`config.mk`:
```
export PLATFORM = sky130hd
export DESIGN_NAME = nibble_fifo
export DESIGN_NICKNAME = d
export VERILOG_FILES = /design/src/rtl/nibble_fifo.sv
export SDC_FILE = /design/constraint.sdc
export NUM_CORES = 1
export LEC_CHECK = 0
export ABC_AREA = 1
export ABC_CLOCK_PERIOD_IN_PS = 2090
export CAP_MARGIN = 0
export CORE_AREA = 2 2 51 53
export DETAILED_ROUTE_END_ITERATION = 12
export DIE_AREA = 0 0 53 55
export GPL_TIMING_DRIVEN = 0
export PLACE_DENSITY = 0.75
export SLEW_MARGIN = 10
export SYNTH_ARGS = -nofsm -noshare
export SYNTH_HDL_FRONTEND = slang
export SYNTH_SLANG_ARGS = --single-unit
```
`constraint.sdc`:
```
create_clock -name clk -period 2.09 [get_ports clk]
set_input_delay 0.209 -clock clk [delete_from_list [all_inputs] [get_ports clk]]
set_output_delay 0.209 -clock clk [all_outputs]
set_load 0.005 [all_outputs]
```
`src/rtl/nibble_fifo.sv`:
```
// First-word-fall-through FIFO feeding a downstream data register stage.
// Full/empty come from the occupancy counter alone, so the pointers simply wrap.
module nibble_fifo #(
  parameter int WIDTH = 4,
  parameter int DEPTH = 4
) (
  input  logic                     clk,
  input  logic                     reset,
  input  logic                     in_valid,
  output logic                     in_ready,
  input  logic [WIDTH-1:0]         in_data,
  output logic                     out_valid,
  input  logic                     out_ready,
  output logic [WIDTH-1:0]         out_data,
  output logic [$clog2(DEPTH):0]   count,
  output logic                     overflow
);

  localparam int AW = $clog2(DEPTH);
  localparam int CW = AW + 1;

  // Handshake: a word moves only on a rising edge where valid && ready are both 1;
  // ready/valid here depend only on registered state and reset, never on the peer's signal.

  logic [WIDTH-1:0] r_mem [DEPTH];
  logic [AW-1:0]    r_wr_ptr;
  logic [AW-1:0]    r_rd_ptr;
  logic [CW-1:0]    r_count;
  logic             r_overflow;

  logic w_full;
  logic w_empty;
  logic w_push;
  logic w_pop;

  assign w_full  = (r_count == CW'(DEPTH));
  assign w_empty = (r_count == '0);

  assign in_ready  = !w_full  && reset;
  assign out_valid = !w_empty && reset;
  assign w_push    = in_valid  && in_ready;
  assign w_pop     = out_valid && out_ready;

  // Zeroed when empty so the downstream register never captures stale storage.
  assign out_data = out_valid ? r_mem[r_rd_ptr] : '0;
  assign count    = r_count;
  assign overflow = r_overflow;

  always_ff @(posedge clk) begin
    if (!reset) begin
      r_wr_ptr   <= '0;
      r_rd_ptr   <= '0;
      r_count    <= '0;
      r_overflow <= 1'b0;
    end else begin
      if (w_push) begin
        r_mem[r_wr_ptr] <= in_data;
        r_wr_ptr        <= r_wr_ptr + AW'(1);
      end
      if (w_pop) begin
        r_rd_ptr <= r_rd_ptr + AW'(1);
      end
      if (w_push && !w_pop) begin
        r_count <= r_count + CW'(1);
      end else if (w_pop && !w_push) begin
        r_count <= r_count - CW'(1);
      end
      if (in_valid && w_full) begin
        r_overflow <= 1'b1;
      end
    end
  end

endmodule

```
# Word-level counts from Yosys, hierarchy flattened
# Memories as Yosys holds them, arrays and structs flattened. A register that Yosys moved wholly into a read port is not among the register bits.
# Index checks and enable logic that the tools add are counted.
# word_totals
ff_bits,8
mem_bits_rw,16
latchBits,0
wordCells,31
mem_bits_ro,0
n_memories,1
in_bits,8
output_inout_bits,10
# op_classes
multipliers,0
div_mod_pow,0
magnitude_cmp,0
n_bitwise,0
n_addsub,4
eq_ne,1
n_reduce_logical,13
n_mux,8
shifts,0
# mem_list
memory,depth,width,rd,rd_ports_with_merged_regs,wr,line,text
r_mem,4,4,1,1,1,25,logic [WIDTH-1:0] r_mem [DEPTH];
# op_table
cell,n
$logic_and 1x1->1,7
$mux 3,2
$add 2x1->2 const B,2
$logic_not 1->1,4
$mux 2,2
$mux 4,1
$add 3x1->3 const B,1
$eq 3x3->1 const B,1
$logic_not 3->1,1
$mux 1,3
$sub 3x1->3 const B,1
$reduce_bool 2->1,1

# Depth between registers and ports, before layout
# depth
depth_word,8
depth_mapped,13
mapped_depth_nobuf,13

# Worst setup path before layout
# Ideal clock, no wire load.
# synth_path
path_type,reg-to-reg
startpoint,register r_count[0] (netlist: count[0])
endpoint,register r_count[2] (netlist: count[2])
setup_time_ns,0.113
period_less_slack_ns,1.715
path_stages_with_launch,14
required_ns,1.977
arrival_time_ns,1.602
n_path_buf,0
setup_slack_ns,0.375
path_cell_list,dfxtp_1 > nor2_2 > nand2_2 > nand3_4 > inv_1 > ha_1 > inv_1 > fa_1 > inv_1 > nand2_1 > nand3_1 > nand2_1 > nand2_1 > nor2_1
# synth_via
elab_chain_cells,7
elab_cells_between_ends,17
classes_between,add/sub (2); eq/ne (1); mux (2); reduce/logical (12)
# synth_lines
item,line,text
start: declaration,28,logic [CW-1:0] r_count;
start signal: assignment,64,r_count <= r_count + CW'(1);
start signal: assignment,66,r_count <= r_count - CW'(1);
$eq 3x3->1 *,36,assign w_full = (r_count == CW'(DEPTH));
$logic_not 1->1 *,39,assign in_ready = !w_full && reset;
$logic_and 1x1->1 *,39,
$logic_and 1x1->1 *,41,assign w_push = in_valid && in_ready;
net w_push,33,logic w_push;
$logic_not 1->1,65,end else if (w_pop && !w_push) begin
$logic_and 1x1->1,65,
$reduce_bool 2->1 (no source line),-,
# The timed path passes the listed nets; every way through them passes the cells marked *. The select of a mux whose other input is x is not followed.
# A chain may end at the register's enable or synchronous reset.

==> impl_metrics.py <==
metrics = {
    "status": {
        "outcome": "complete, no violations",
    },
    "route": {
        "drt_iter0_markers": 10,
        "vias_per_cell": 4.82,
        "drt-wirelength-per-cell_um": 11.5,
        "first_pass_iters": 4,
        "vias": 834,
        "post-route-drc-count": 0,
        "ant_nets": 0,
        "wirelength_mm": 1.99,
    },
    "clocking": {
        "clk_path_buf_depth": 2,
        "cts_resized": 0,
        "cts_setup_buffers": 0,
        "postCtsHoldBufs": 0,
        "clock_latency_ps": 330,
        "cts_buffers": 3,
        "clkTransAtPathRegs_ps": 140,
        "clock-sinks": 26,
        "htreeDepth": 1,
        "cts-root-buf": "clkbuf_4",
        "cts_tree": "built",
    },
    "synthesis": {
        "synth-seq-area-share": 0.574,
        "synth_area_leaders": "edfxtp_1, dfxtp_1, nor2_1",
        "synth_cell_types": 19,
        "syn-cell-area_um2": 1180,
        "yosysTopAreaCell": "edfxtp_1",
        "ys_ff_latch": 26,
        "synth.most_common_cell": "nor2_1",
        "yosys-top-cells-count": "nor2_1, inv_1, edfxtp_1",
        "ys.flop_type": "edfxtp_1",
        "synth_edf_count": 16,
        "yosysWarnings": 0,
        "synth_area_per_cell_um2": 9.63,
        "async_reset_ff_frac": 0,
        "yosysTopAreaCellShare": 0.405,
        "synth.net_count": 137,
        "synthCells": 123,
    },
    "sta": {
        "final-max-slew-violation-count": 0,
        "tns_ps": 0,
        "max_freq_mhz": 503,
        "maxSlewHeadroom": 0.744,
        "fin_skew_ps": 11.3,
        "setup_viol": 0,
        "finalCriticalPeriod_ps": 1990,
        "rsz0062_at_grt": "no",
        "worstMarginPinSlew_ps": 382,
        "fin_crit_sh": 0.952,
        "holdWs_ps": 155,
        "hold_violations": 0,
    },
    "power_and_ir_drop": {
        "p_per_area_nw_per_um2": 856,
        "power_switching_mw": 0.374,
        "switching_share": 0.308,
        "p_leak_nw": 0.578,
        "pwr-share-clk": 0.178,
        "irDropWorstVdd_mv": 0.573,
        "seqPwrFrac": 0.524,
        "power_frac_comb": 0.298,
        "p_int_mw": 0.838,
    },
    "floorplanning": {
        "start_util": 0.501,
        "rows": 18,
        "core_um2": 2360,
        "die_y_um": 55,
        "io_pins": 18,
        "die_x_um": 53,
        "die_area_um2": 2920,
    },
    "run": {
        "cap_violations": 0,
    },
    "setup_path": {
        "cp-start-kind": "register",
        "worstPathRequired_ps": 1880,
        "worst-path-buf-inv": 2,
        "crit_type": "register to primary output",
        "cp_max_fo": 5,
        "end_kind": "primary output",
        "crit_chain": "inv_1, nor2_1, o21ai_0, a21oi_1, clkdlybuf4s50_1",
        "crit_path_max_incr_delay_ps": 520,
        "critPathArrivalTime_ps": 1780,
        "critical_path.top_delay_family": "buffers and inverters",
        "critPathSlowestCell": "clkdlybuf4s50_1",
    },
    "cells_and_area": {
        "antenna_cells": 0,
        "num-fill-cells": 204,
        "drive_above_1_share": 0.0979,
        "fin_nets": 158,
        "area.growth.synth_to_final_pct": 19.4,
    },
    "global_route": {
        "grt-ovfl-total": 0,
        "grt_antenna_before_repair": 0,
        "grt_pass1_vias": 838,
        "grt_first_pass_wirelength_mm": 3.39,
        "grt_max_degree": 15,
        "track_usage": 0.172,
    },
    "placement": {
        "gp_congestion": 0.787,
        "port_buffers": 16,
        "dp_hpwl_mm": 1.48,
    },
    "hold_path": {
        "holdCritPathClass": "primary input to register",
    },
}
sequential cells by signal, summed over array words and instances, names as in the netlist, named ones only:
signal,flops
count,3
overflow,1
r_mem,16
r_rd_ptr,2
r_wr_ptr,2
area by class of cell:
class                   instances  area (um^2)  share of cell area
repair buffers                 16          160               0.113
plain buffers                   2         25.0              0.0177
flip-flops and latches         26          683               0.483
inverters                      19         75.1              0.0531
well taps                      30         37.5              0.0265
clock inverters                 1         3.75             0.00265
multi-input cells              76          408               0.288
clock buffers                   3         22.5              0.0159
cell families (layout without fill, tap and decap cells):
kind of cell,Yosys count,after routing,synth area share
buf+inv,21,41,0.0813
xor+xnor,2,2,0.0148
compound gates,14,14,0.0591
flops,26,26,0.574
simple gates,54,54,0.201
fa+ha+maj,6,6,0.0697
worst min-delay path: stages:
cell	delay, ps
clkbuf_8	150
nand2_1	70
nor2_1	30
metrics by stage:
stage	util	worst slack (ps)	instances	cell area (um^2)	power, mW
finish	0.598	100	173	1420	1.21
global route	0.598	0.743	173	1420	1.29
CTS	0.596	54.3	173	1410	1.22
detailed placement	0.585	17.6	169	1380	1.00
global placement	0.585	71.4	169	1380	0.988
floorplan	-	375	123	1180	0.852
cell usage in the layout (no fill, tap or decap), types with 2 or more instances in the layout:
master / count
a21oi_1: 5
clkbuf_4: 3
clkdlybuf4s50_1: 16
dfxtp_1: 8
dfxtp_2: 2
edfxtp_1: 16
ha_1: 5
inv_1: 17
nand2_1: 14
nand2_2: 2
nand3_1: 2
nand4_1: 2
nor2_1: 31
o21ai_0: 8
xor2_1: 2
power groups by stage:
stage               clock, mW  sequential [mW]  combinational (mW)
finish                  0.216            0.635               0.361
floorplan                   0            0.640               0.212
global placement            0            0.642               0.345
detailed placement          0            0.644               0.359
CTS                     0.222            0.633               0.362
global route            0.232            0.644               0.416
worst paths after layout:
path                           endpoint  slack (ps)  cells past startpoint                  start
setup / recovery            out_data[0]         100                      5               register
hold / removal    count[2]$_SDFFE_PN0P_         150                      3                  reset
setup reg to reg  count[1]$_SDFFE_PN0P_         260                      9  count[1]$_SDFFE_PN0P_
hold reg to reg   overflow$_SDFFE_PN0P_         480                      2  overflow$_SDFFE_PN0P_
metal layers:
metal,vias to the layer above,GRT usage,part of all wire
li1,433,-,-
met1,380,0.183,0.43
met2,14,0.302,0.50
met3,7,0.0269,0.022
met4,0,0.145,0.041
met5,-,0,0
Power figures use the tool's default switching activity.
